File: config.mk
export PLATFORM = sky130hd
export DESIGN_NAME = mux_param_pipe
export DESIGN_NICKNAME = d
export VERILOG_FILES = /design/src/rtl/mux_param_pipe.sv
export SDC_FILE = /design/constraint.sdc
export NUM_CORES = 1
export LEC_CHECK = 0
export BUFFER_PORTS_ARGS = -buffer_cell sky130_fd_sc_hd__buf_4
export CAP_MARGIN = 25
export CORE_AREA = 2 2 39 41
export CTS_CLUSTER_DIAMETER = 50
export DETAILED_ROUTE_END_ITERATION = 6
export DIE_AREA = 0 0 41 43
export GPL_TIMING_DRIVEN = 0
export PLACE_DENSITY = 0.59
export SLEW_MARGIN = 5
export SYNTH_ARGS = -nofsm -noshare
export SYNTH_HDL_FRONTEND = slang
export SYNTH_SLANG_ARGS = --single-unit
File: constraint.sdc
create_clock -name clk -period 1.3 [get_ports clk]
set_input_delay 0.065 -clock clk [delete_from_list [all_inputs] [get_ports clk]]
set_output_delay 0.065 -clock clk [all_outputs]
set_load 0.05 [all_outputs]
File: src/rtl/mux_param_pipe.sv
// Registered N-way mux with valid/ready handshake; channel chosen by external select
// (MODE 0) or round-robin over in_valid (MODE 1). Packet lock: MUX_PARAM_PIPE_LOCK_EN.
module mux_param_pipe #(
  parameter int BITS  = 2,
  parameter int SIZE  = 4,
  parameter int WIDTH = 1,
  parameter int MODE  = 0
) (
  input  logic                  clk,
  input  logic                  rst_n,
  input  logic [SIZE*WIDTH-1:0] in_data,
  input  logic [SIZE-1:0]       in_valid,
  input  logic [SIZE-1:0]       in_last,
  output logic [SIZE-1:0]       in_ready,
  input  logic [BITS-1:0]       select,
  output logic [WIDTH-1:0]      out_data,
  output logic [BITS-1:0]       out_chan,
  output logic                  out_valid,
  input  logic                  out_ready
);
  localparam int NCH = 1 << BITS;

  logic [WIDTH-1:0] w_data_ext [NCH];
  logic [NCH-1:0]   w_valid_ext;
  logic [NCH-1:0]   w_ready_ext;
  logic [BITS-1:0]  w_rr_grant;
  logic [BITS-1:0]  w_grant;
  logic             w_gv;
  logic             w_load;
  logic             w_xfer;
  logic             w_ptr_adv;

  logic             r_out_valid;
  logic [WIDTH-1:0] r_out_data;
  logic [BITS-1:0]  r_out_chan;
  logic [BITS-1:0]  r_ptr;

  // Channels are padded to 2^BITS so any BITS-wide grant indexes a real entry;
  // padded entries are never valid, so an out-of-range select cannot transfer.
  for (genvar gi = 0; gi < NCH; gi++) begin : g_ext
    if (gi < SIZE) begin : g_chan
      assign w_data_ext[gi] = in_data[WIDTH*(gi+1)-1 -: WIDTH];
    end else begin : g_pad
      assign w_data_ext[gi] = '0;
    end
  end
  assign w_valid_ext = NCH'(in_valid);

`ifdef MUX_PARAM_PIPE_LOCK_EN
  logic [NCH-1:0]  w_last_ext;
  logic            r_lock;
  logic [BITS-1:0] r_lock_chan;
  assign w_last_ext = NCH'(in_last);
  assign w_ptr_adv  = w_last_ext[w_grant];
`else
  logic w_unused_last;
  assign w_unused_last = ^in_last;
  assign w_ptr_adv     = 1'b1;
`endif

  // Scan from the far end so the last hit is the first valid channel at or after ptr.
  always_comb begin
    // NOTE: every always_comb output gets a default first so no path can infer a latch.
    w_rr_grant = r_ptr;
    for (int k = SIZE - 1; k >= 0; k--) begin
      if (w_valid_ext[BITS'((int'(r_ptr) + k) % SIZE)])
        w_rr_grant = BITS'((int'(r_ptr) + k) % SIZE);
    end
  end

  always_comb begin
    w_grant = w_rr_grant;
    w_gv    = |in_valid;
    if (MODE == 0) begin
      w_grant = select;
      w_gv    = int'(select) < SIZE;
    end
`ifdef MUX_PARAM_PIPE_LOCK_EN
    if (r_lock) begin
      w_grant = r_lock_chan;
      w_gv    = 1'b1;
    end
`endif
  end

  assign w_load = !r_out_valid | out_ready;

  // Ready is held low while reset is asserted so no producer sees a phantom accept.
  always_comb begin
    w_ready_ext          = '0;
    w_ready_ext[w_grant] = w_load & w_gv & rst_n;
  end

  assign in_ready = w_ready_ext[SIZE-1:0];
  assign w_xfer   = w_valid_ext[w_grant] & w_ready_ext[w_grant];

  always_ff @(posedge clk or negedge rst_n) begin
    if (!rst_n) begin
      r_out_valid <= 1'b0;
      r_out_data  <= '0;
      r_out_chan  <= '0;
    end else if (w_load) begin
      // NOTE: non-blocking assignments keep every register sampling pre-edge values.
      r_out_valid <= w_xfer;
      if (w_xfer) begin
        r_out_data <= w_data_ext[w_grant];
        r_out_chan <= w_grant;
      end
    end
  end

  always_ff @(posedge clk or negedge rst_n) begin
    if (!rst_n) begin
      r_ptr <= '0;
    end else if (MODE != 0 && w_xfer && w_ptr_adv) begin
      r_ptr <= (int'(w_grant) == SIZE - 1) ? '0 : w_grant + BITS'(1);
    end
  end

`ifdef MUX_PARAM_PIPE_LOCK_EN
  always_ff @(posedge clk or negedge rst_n) begin
    if (!rst_n) begin
      r_lock      <= 1'b0;
      r_lock_chan <= '0;
    end else if (w_xfer) begin
      r_lock <= !w_last_ext[w_grant];
      if (!w_last_ext[w_grant]) r_lock_chan <= w_grant;
    end
  end
`endif

  assign out_valid = r_out_valid;
  assign out_data  = r_out_data;
  assign out_chan  = r_out_chan;

endmodule
==> impl_results.md, run 1 <==
- Avg WL per Cell: about 11 um
- Crit-path max FO: 3
- Area of the core: ~0.0014 mm2
- Global-route wire length before repair: between 1000 and 1500 um
- Sw power: about 0.24 mW
- Yosys cell types: 14
- WL final: about 680 um
- Status: finished clean
- Tot GR Track Use: under 10%
- Max Freq: between 0.7 and 0.8 GHz
- Clock Latency Late Sink: between 0.2 and 0.25 ns
- Critical Path RT: ~1.2 ns
- Initial Util: between 20% and 30%
- Hold path startpoint: select[0]
- Sw frac: 38.28%
- Sequential cell area fraction in the yosys report: between 30% and 40%
- Part of the power in the clock network: a little over a quarter
- Comb power frac: a little under half
- Io pins: 25
- # Max-Cap Violations: 0
- Initial DRT Pass Iterations: 4
- Synth Instances: 22
- Skew final: between 0.008 and 0.009 ns
- Width of the die: ~41 um
- Non-filler cells, final: 63
- Crit-path max cell delay: 0.41 ns
- Yosys warns: 0
- RR Startpoint: out_valid$_DFFE_PN0N_
- Die area: around 0.0018 mm2
- Final period util: between 90 and 100%
- RSZ-0062 raised after global routing: yes
- Hold Vio Cnt, Final: 0
- Vias in the first global route: around 250
- Worst rel slew slack: roughly 88%
- Final setup margin: ~0.047 ns
- # diodes: 0
- Dpl cells: 57
- GR Overflow Total: 0
- WS Path Type: flop to output pin
- Fin crit period: roughly 1.3 ns
- Post-Syn Nets: 39
- Hold WC Path Type: primary input to flop
- Die H: around 43 um
- Post-detail-place hpwl: 518.3 um
- Type of origin of the critical path: flop
- Iter 0 DRT Violations: 3
- Hold Slack: ~0.15 ns
- Final ANT Viol Nets: 0
- Port-buffer cells: 19
- Setup crit end kind: output pin
- Via count: between 200 and 300
- Int Pwr: a little under 0.4 mW
- Final setup fails: 0
- Area growth from synthesis to layout: 90.87%
- Slew of the pin with the lowest slew margin: about 0.19 ns
- CTS buffer count: 3
- Layout Nets: 65
- Worst path bufs/invs: 1
- Peak supply drop: ~0.37 mV
- Arrival @ worst endpoint: 1.19 ns
- CTS sink cnt: 4
- Leakage: around 0.26 nW
- Worst setup startpoint: out_valid$_DFFE_PN0N_
- Routability cong.: approximately 0.65
- Mapped Area: 287.8 um2
- Pin count of the biggest net entering global routing: 10
- CTS H-tree lvls: 1
- Initial antenna violation count: 0
- Rows: 14
- CTS root buffer: clkbuf_4
- Post-route DRC: 0
- Worst-path clk slew: roughly 0.040 ns
- Setup TNS Final: 0 ns
- Reg power frac: a little over a quarter
- Share of post-route cells with drive strength above 1: ~77%
- TritonCTS clock tree: yes
- Mean post-synth cell area: roughly 13 um2
- Clock Path Buffers: 2
- Pre-CTS WS: between 0.02 and 0.03 ns
- Slowest cell on crit path: dfrtp_2
- #FFs+latches synth: 4
- Max-slew violation count: 0
- Critical path's top delay family: flip-flops
- Drt via density: 4.460
- Power Density: 1164 mW/mm2
- Worst path cell trace: nand2b_4 > nand2_4 > nor3b_4 > buf_6
flip-flops by register name, indices dropped and copies added (netlist names):
register,cells
out_chan,2
out_data,1
out_valid,1
cell type report:
type / instances / area [um2]
fill: 143 / 834.6
multi-input combinational: 17 / 222.7
timing repair buffer: 21 / 167.7
sequential: 4 / 101.3
clock buffer: 4 / 26.28
tap: 16 / 20.02
buffer: 1 / 11.26
worst paths after layout:
check	end	slack, ns	cells past startpoint
worst max register to register	out_chan[0]$_DFFE_PN0P_	0.12	4
max in group asynchronous	out_valid$_DFFE_PN0N_	0.87	2
worst min register to register	out_data$_DFFE_PN0P_	0.51	1
min in group asynchronous	out_chan[1]$_DFFE_PN0P_	0.25	2
worst max-delay path	in_ready[1]	0.05	4
worst min-delay path	out_chan[0]$_DFFE_PN0P_	0.15	2
metal layers:
| metal | part of all wire (%) | up-vias | track usage [%] |
|---|---|---|---|
| li1 | - | 136 | - |
| met4 | 0 | 0 | 8.000 |
| met3 | 9.9 | 0 | 3.665 |
| met1 | 48 | 131 | 12.01 |
| met5 | 0 | - | 0 |
| met2 | 42 | 14 | 11.56 |
timing repair:
| action | CTS | global route |
|---|---|---|
| hold buffers | 1 | 0 |
| setup buffers | 1 | 0 |
| hold endpoints to repair | 4 | 0 |
| resized for setup | 2 | 0 |
| setup endpoints to repair | 2 | 2 |
placed cells by master (no fill, tap or decap):
master and n:
buf_4 18, buf_6 3, clkbuf_4 3, dfrtp_1 3, nor3b_4 2, mux4_2 2, mux2_4 2, mux2_1 2
nand2b_4 1, and4_2 1, nand2_4 1, nor3_4 1, nand3_2 1, nand2_1 1, a31o_1 1, nand3_1 1
a22o_1 1, clkbuf_1 1, dlygate4sd3_1 1, dfrtp_2 1
cell families (layout without fill, tap and decap cells):
| family | count (synthesis) | after routing | synth area share, % |
|---|---|---|---|
| flip-flops | 4 | 4 | 34.78 |
| AND/OR/NAND/NOR | 9 | 9 | 21.30 |
| buffers and inverters | 1 | 26 | 3.913 |
| multiplexers | 6 | 6 | 33.91 |
| AO/OA/AOI/OAI | 2 | 2 | 6.088 |
power by group through the flow:
stage	logic, mW	registers (mW)	clock network [mW]
2_1_floorplan	0.109	0.259	0
3_3_place_gp	0.291	0.171	0
3_5_place_dp	0.293	0.171	0
4_1_cts	0.303	0.170	0.180
5_1_grt	0.317	0.173	0.187
6_report	0.300	0.168	0.171
per-stage QoR:
stage | total power, mW | utilization, % | area (um2)
floorplan | 0.3682 | - | 335.3
global placement | 0.4619 | 35.99 | 498.0
detailed placement | 0.4640 | 35.99 | 498.0
CTS | 0.6524 | 39.69 | 549.3
global route | 0.6775 | 39.69 | 549.3
finish | 0.6391 | 39.69 | 549.3
cell usage after synthesis:
master	n	area share [%]
nor3_1	1	1.7
nand2_1	2	2.6
mux2_1	2	7.8
mux4_2	2	16
nand3_2	1	3.5
nand2b_2	1	3.0
a22o_1	1	3.0
mux2_4	2	10
buf_6	1	3.9
dfrtp_1	4	35
and4_2	1	3.5
a31o_1	1	3.0
nor3b_1	2	5.2
nand3_1	1	1.7
No activity file was read; power rests on OpenSTA's default activity.
==> run 2: changes to the inputs <==
Settings changed: BUFFER_PORTS_ARGS -buffer_cell sky130_fd_sc_hd__buf_4 to -buffer_cell sky130_fd_sc_hd__clkbuf_2, CORE_AREA 2 2 39 41 to 8 8 45 47, DIE_AREA 0 0 41 43 to 0 0 53 55.
==> run 2 against run 1 <==
Critical path depth unchanged. Routed wire length up 19%. Hold slack about the same. Sequential cell count unchanged. Total power is 3.6% lower. Final area down 5.5%.
==> impl_results.md, run 2 (synthesized netlist as in run 1, its figures left out) <==
- Post-route DRC: 0 (unchanged)
- RSZ-0062 raised after global routing: yes (unchanged)
- Crit-path max cell delay: 0.41 ns (about the same)
- Io pins: 25 (unchanged)
- Layout Utilization: 37.52% (was 39.69%)
- Slew of the pin with the lowest slew margin: 0.2809 ns (was 0.1855 ns)
- Clock Path Buffers: 2 (unchanged)
- Leakage: 0.2511 nW (was 0.2586 nW)
- Setup TNS Final: 0 ns (unchanged)
- Int Pwr: 0.3711 mW (was 0.3945 mW)
- Final Instance Area: 519.2 um2 (was 549.3 um2)
- Initial Util: 20.80% (unchanged)
- Rows: 14 (unchanged)
- Sequential cell area: 101.3 um2 (unchanged)
- Initial antenna violation count: 0 (unchanged)
- Comb power frac: 45.1% (was 46.9%)
- Post-detail-place hpwl: 635.8 um (was 518.3 um)
- Final ANT Viol Nets: 0 (unchanged)
- Area of the core: 0.001384 mm2 (unchanged)
- Max FFs per register: 2 (unchanged)
- Dpl cells: 57 (unchanged)
- Final period util: 97.05% (was 96.37%)
- Avg WL per Cell: 12.79 um (was 10.78 um)
- WS Path Type: flop to output pin (unchanged)
- Total power draw: 0.6158 mW (was 0.6391 mW)
- Fin crit period: 1.262 ns (was 1.253 ns)
- Power Density: 1186 mW/mm2 (was 1164 mW/mm2)
- Global-route wire length before repair: 1304 um (was 1069 um)
- Critical path's top delay family: flip-flops (unchanged)
- Routability cong.: 0.6932 (was 0.6471)
- Final setup fails: 0 (unchanged)
- Width of the die: 53 um (was 41 um)
- CTS H-tree lvls: 1 (unchanged)
- Reg power frac: 27.5% (was 26.4%)
- Vias in the first global route: 316 (was 254)
- Die H: 55 um (was 43 um)
- Max Freq: 0.7926 GHz (was 0.7982 GHz)
- Max-slew violation count: 0 (unchanged)
- Worst-path clk slew: 0.04 ns (about the same)
- CTS root buffer: clkbuf_4 (unchanged)
- Fill count: 142 (was 143)
- Slowest cell on crit path: dfrtp_2 (unchanged)
- Port-buffer cells: 19 (unchanged)
- CTS sink cnt: 4 (unchanged)
- Clock Latency Late Sink: 0.24 ns (about the same)
- Worst path bufs/invs: 1 (unchanged)
- Most common cell after layout, fill and taps aside: clkbuf_2 (was buf_4)
- WL final: 806 um (was 679 um)
- Hold WC Path Type: primary input to flop (unchanged)
- TritonCTS clock tree: yes (unchanged)
- Sw frac: 39.74% (was 38.28%)
- Status: finished clean (unchanged)
- Part of the power in the clock network: 27.4% (was 26.7%)
- Initial DRT Pass Iterations: 2 (was 4)
- Hold Vio Cnt, Final: 0 (unchanged)
- DP Area: 450.4 um2 (was 498.0 um2)
- Iter 0 DRT Violations: 4 (was 3)
- Drt via density: 4.540 (was 4.460)
- Critical Path RT: 1.24 ns (about the same)
- Non-filler cells, final: 63 (unchanged)
- # diodes: 0 (unchanged)
- Skew final: 0.005906 ns (was 0.008090 ns)
- Pin count of the biggest net entering global routing: 10 (unchanged)
- Peak supply drop: 0.3486 mV (was 0.3674 mV)
- Crit-path max FO: 3 (unchanged)
- Arrival @ worst endpoint: 1.20 ns (was 1.19 ns)
- Die area: 0.002915 mm2 (was 0.001763 mm2)
- Sw power: 0.2447 mW (was 0.2446 mW)
- Layout Nets: 65 (unchanged)
- Setup crit end kind: output pin (unchanged)
- Type of origin of the critical path: flop (unchanged)
- Via count: 286 (was 281)
- Share of post-route cells with drive strength above 1: 76.60% (unchanged)
- Most frequent cells in the layout: clkbuf_2, clkbuf_4, dfrtp_1, buf_4 (was buf_4, buf_6, clkbuf_4, dfrtp_1)
- Area growth from synthesis to layout: 80.43% (was 90.87%)
- Worst path cell trace: nand2b_4 > nand2_4 > nor3b_4 > buf_8 (was nand2b_4 > nand2_4 > nor3b_4 > buf_6)
- Tot GR Track Use: 6.264% (was 9.366%)
- Worst rel slew slack: 81.35% (was 87.59%)
- GR Overflow Total: 0 (unchanged)
- CTS buffer count: 3 (unchanged)
- Area taken by multi-input logic gates: 222.7 um2 (unchanged)
- # Max-Cap Violations: 0 (unchanged)
[run 2: worst reg2reg max path, stage by stage (launching register included)]
cell	delay, ns
dfrtp_2	0.41
nand2b_4	0.09
buf_4	0.13
nand3_2	0.11
mux2_4	0.31
[run 2: routing by layer]
layer | up-vias | GRT usage [%] | wire length, um
li1 | 137 | - | -
met1 | 131 | 6.173 | 332
met2 | 16 | 8.984 | 347
met3 | 2 | 3.476 | 110
met4 | 0 | 6.466 | 15
met5 | - | 0 | 0
[run 2: worst paths after layout]
path / from / endpoint / slack [ns] / cells past startpoint
worst min-delay path: select[0] / out_chan[0]$_DFFE_PN0P_ / 0.15 / 2
min in group asynchronous: rst_n / out_chan[1]$_DFFE_PN0P_ / 0.31 / 2
worst min register to register: out_data$_DFFE_PN0P_ / out_data$_DFFE_PN0P_ / 0.51 / 1
worst max-delay path: out_valid$_DFFE_PN0N_ / in_ready[1] / 0.04 / 4
max in group asynchronous: rst_n / out_valid$_DFFE_PN0N_ / 0.81 / 2
worst max register to register: out_valid$_DFFE_PN0N_ / out_chan[0]$_DFFE_PN0P_ / 0.12 / 4
[run 2: layout make-up]
type                            instances  area share [%]
Sequential cell                         4           19.52
Tap cell                               16           3.855
Timing Repair Buffer                   21           26.51
Buffer                                  1           2.169
Clock buffer                            4           5.060
Multi-Input combinational cell         17           42.89
[run 2: timing repair]
action	CTS	global route
endpoints found under the setup margin	4	4
buffers inserted	1	0
hold buffers	1	0
endpoints found under the hold margin	4	0
gates resized for setup	6	4
[run 2: stage by stage]
| step | setup WS [ns] | hold slack [ns] |
|---|---|---|
| floorplan | 0.009134 | -0.2306 |
| global placement | 0.02740 | -0.07305 |
| detailed placement | 0.03319 | -0.07185 |
| CTS | 0.006963 | 0.1447 |
| global route | -0.01605 | 0.1622 |
| finish | 0.03840 | 0.1511 |
[run 2: power groups by stage]
stage | Sequential (mW) | Combinational (mW) | Clock, mW
after CTS | 0.169 | 0.279 | 0.178
after global routing | 0.172 | 0.294 | 0.185
after global placement | 0.170 | 0.265 | 0
after floorplan | 0.259 | 0.109 | 0
after detailed placement | 0.171 | 0.266 | 0
final | 0.169 | 0.278 | 0.169
==> run 3: changes to the inputs <==
--- a/config.mk
+++ b/config.mk
@@ -6,5 +6,4 @@
 export NUM_CORES = 1
 export LEC_CHECK = 0
-export BUFFER_PORTS_ARGS = -buffer_cell sky130_fd_sc_hd__clkbuf_2
 export CAP_MARGIN = 25
 export CORE_AREA = 8 8 45 47
@@ -12,6 +11,7 @@
 export DETAILED_ROUTE_END_ITERATION = 6
 export DIE_AREA = 0 0 53 55
+export DONT_BUFFER_PORTS = 1
 export GPL_TIMING_DRIVEN = 0
-export PLACE_DENSITY = 0.59
+export PLACE_DENSITY = 0.43
 export SLEW_MARGIN = 5
 export SYNTH_ARGS = -nofsm -noshare
==> constraint.sdc (replaced) <==
create_clock -name clk -period 1.3 [get_ports clk]
set_input_delay 0.195 -clock clk [delete_from_list [all_inputs] [get_ports clk]]
set_output_delay 0.195 -clock clk [all_outputs]
set_load 0.05 [all_outputs]
==> run 3 against run 2 <==
The flow now finishes with violations (setup timing). Clock-buffer cell count did not move. Hold slack worse by 0.055 ns. Sequential cell count is the same. Die area unchanged. Critical path depth shrank 1. Global-route usage is 0.28 points lower. Final area fell by 20%. Critical endpoint is now in_ready[2]. Non-clock buffer count down 19. Setup slack worse by 0.42 ns. Largest power group is now sequential cells. Highest routed layer unchanged.
==> impl_results.md, run 3 (synthesized netlist as in run 1, its figures left out) <==
- Initial Util: 20.80% (unchanged)
- WL final: 790 um (was 806 um)
- Leakage: 0.1686 nW (was 0.2511 nW)
- Final ANT Viol Nets: 0 (unchanged)
- Hold Vio Cnt, Final: 0 (unchanged)
- Dpl cells: 38 (was 57)
- Post-detail-place hpwl: 621.2 um (was 635.8 um)
- Port-buffer cells: 0 (was 19)
- Vias in the first global route: 239 (was 316)
- Initial antenna violation count: 0 (unchanged)
- Max-slew violation count: 0 (unchanged)
- Iter 0 DRT Violations: 0 (was 4)
- RR Startpoint: out_valid$_DFFE_PN0N_ (unchanged)
- Io pins: 25 (unchanged)
- Hold path startpoint: select[1] (was select[0])
- TritonCTS clock tree: yes (unchanged)
- Final setup fails: 7 (was 0)
- Max Freq: 0.5958 GHz (was 0.7926 GHz)
- Peak supply drop: 0.2939 mV (was 0.3486 mV)
- Rows: 14 (unchanged)
- GR Overflow Total: 0 (unchanged)
- Post-route DRC: 0 (unchanged)
- R2R depth: 4 (unchanged)
- Skew final: 0.002918 ns (was 0.005906 ns)
- CTS H-tree lvls: 1 (unchanged)
- Type of origin of the critical path: flop (unchanged)
- Clock Latency Late Sink: 0.24 ns (about the same)
- Routability cong.: 0.6746 (was 0.6932)
- Drt via density: 5.023 (was 4.540)
- Worst path cell trace: nand2b_4 > nand2_4 > nor3b_4 (was nand2b_4 > nand2_4 > nor3b_4 > buf_8)
- Final period util: 129.1% (was 97.05%)
- Layout Nets: 46 (was 65)
- WS Path Type: flop to output pin (unchanged)
- Crit Reg-Reg Endpoint: out_chan[1]$_DFFE_PN0P_ (was out_chan[0]$_DFFE_PN0P_)
- # Max-Cap Violations: 0 (unchanged)
- RSZ-0062 raised after global routing: yes (unchanged)
- Layout Utilization: 30.11% (was 37.52%)
- Worst path bufs/invs: 0 (was 1)
- Max FFs per register: 2 (unchanged)
- Crit-path max FO: 3 (unchanged)
- Critical Path RT: 1.11 ns (was 1.24 ns)
- Fill count: 153 (was 142)
- Die H: 55 um (unchanged)
- Power Density: 1372 mW/mm2 (was 1186 mW/mm2)
- Non-filler cells, final: 44 (was 63)
- Failing checks: setup timing
- Share of post-route cells with drive strength above 1: 60.71% (was 76.60%)
- Slew of the pin with the lowest slew margin: 0.5771 ns (was 0.2809 ns)
- Via count: 221 (was 286)
- Clock Path Buffers: 2 (unchanged)
- Pin count of the biggest net entering global routing: 10 (unchanged)
- Hold Slack: 0.09634 ns (was 0.1511 ns)
- Tot GR Track Use: 5.986% (was 6.264%)
- Critical path's top delay family: simple AND/OR/NAND/NOR gates (was flip-flops)
- Die area: 0.002915 mm2 (unchanged)
- Arrival @ worst endpoint: 1.48 ns (was 1.20 ns)
- Crit-path max cell delay: 0.52 ns (was 0.41 ns)
- Area growth from synthesis to layout: 44.78% (was 80.43%)
- CTS buffer count: 3 (unchanged)
- Worst rel slew slack: 61.48% (was 81.35%)
- CTS root buffer: clkbuf_4 (unchanged)
- Slowest cell on crit path: dfrtp_2 (unchanged)
- Final setup margin: -0.3784 ns (was 0.03840 ns)
- Worst-path clk slew: 0.04 ns (about the same)
- Setup slack, reg-to-reg: -0.04 ns (was 0.12 ns)
- WHS Path Cells: 1 (was 2)
- Final Instance Area: 416.7 um2 (was 519.2 um2)
- Area of the core: 0.001384 mm2 (unchanged)
- Critical path depth: 3 (was 4)
- Setup crit end kind: output pin (unchanged)
- Hold WC Path Type: primary input to flop (unchanged)
- CTS sink cnt: 4 (unchanged)
- Initial DRT Pass Iterations: 1 (was 2)
- End of the worst hold path: out_chan[1]$_DFFE_PN0P_ (was out_chan[0]$_DFFE_PN0P_)
- # diodes: 0 (unchanged)
- Most frequent cells in the layout: clkbuf_4, dfrtp_1 (was clkbuf_2, clkbuf_4, dfrtp_1, buf_4)
- Width of the die: 53 um (unchanged)
- DP Area: 364.1 um2 (was 450.4 um2)
- Global-route wire length before repair: 1090 um (was 1304 um)
- Avg WL per Cell: 17.95 um (was 12.79 um)
- Fin crit period: 1.678 ns (was 1.262 ns)
- Status: finished, violations left (was finished clean)
-- run 3: cell count changes in the layout (fill, tap and decap cells not counted) --
cell and change:
buf_8 -2, and4_2 -1, clkbuf_2 -15, and4_4 +1
nand3_4 +1, nand3_2 -1, buf_4 -2, buf_12 +1
buf_6 -1
-- run 3: power breakdown --
group	switching (mW)	internal, mW	leakage (nW)
clock network	0.0600	0.116	0.0150
registers	0.114	0.150	0.0449
logic	0.0589	0.0728	0.109
-- run 3: through the flow --
stage	power, mW	TNS (ns)	setup WS, ns
2_1_floorplan	0.3711	-0.3209	-0.1189
3_3_place_gp	0.3850	-0.5044	-0.1625
3_5_place_dp	0.3871	-0.5306	-0.1695
4_1_cts	0.5838	-1.484	-0.4198
5_1_grt	0.6030	-1.627	-0.4288
6_report	0.5716	-1.368	-0.3784
-- run 3: cell type report --
type                       count  area, um2  share of cell area, %
multi-input combinational     17      231.5                  55.56
sequential                     4      101.3                  24.32
timing repair buffer           2      17.52                  4.204
buffer                         1      20.02                  4.805
tap                           16      20.02                  4.805
clock buffer                   4      26.28                  6.306
-- run 3: worst max-delay path by stage --
stage                          startpoint          end  slack [ns]
finish              out_valid$_DFFE_PN0N_  in_ready[2]       -0.38
global route        out_valid$_DFFE_PN0N_  in_ready[2]       -0.43
CTS                 out_valid$_DFFE_PN0N_  in_ready[2]       -0.42
detailed placement  out_valid$_DFFE_PN0N_  in_ready[2]       -0.17
global placement    out_valid$_DFFE_PN0N_  in_ready[1]       -0.16
floorplan           out_valid$_DFFE_PN0N_  in_ready[1]       -0.12
-- run 3: routing by layer --
metal / up-vias / routed length [um] / share of wire, % / track usage (%)
met2: 14 / 376 / 48 / 7.617
met5: - / 0 / 0 / 0
met3: 5 / 116 / 15 / 3.476
met1: 102 / 243 / 31 / 5.085
met4: 0 / 54 / 6.8 / 10.34
li1: 100 / - / - / -
-- run 3: worst register-to-register path, cell delays in order, from the launching register on --
cell      delay, ns
dfrtp_2        0.53
nand2b_4       0.10
buf_4          0.17
a31o_1         0.20
a22o_1         0.22
-- run 3: timing repair --
item                                    CTS  global route
endpoints found under the hold margin     4             0
buffers inserted                          1             0
resized for setup                         2             0
pin swaps                                 2             1
endpoints found under the setup margin    4             7
hold buffers                              1             0
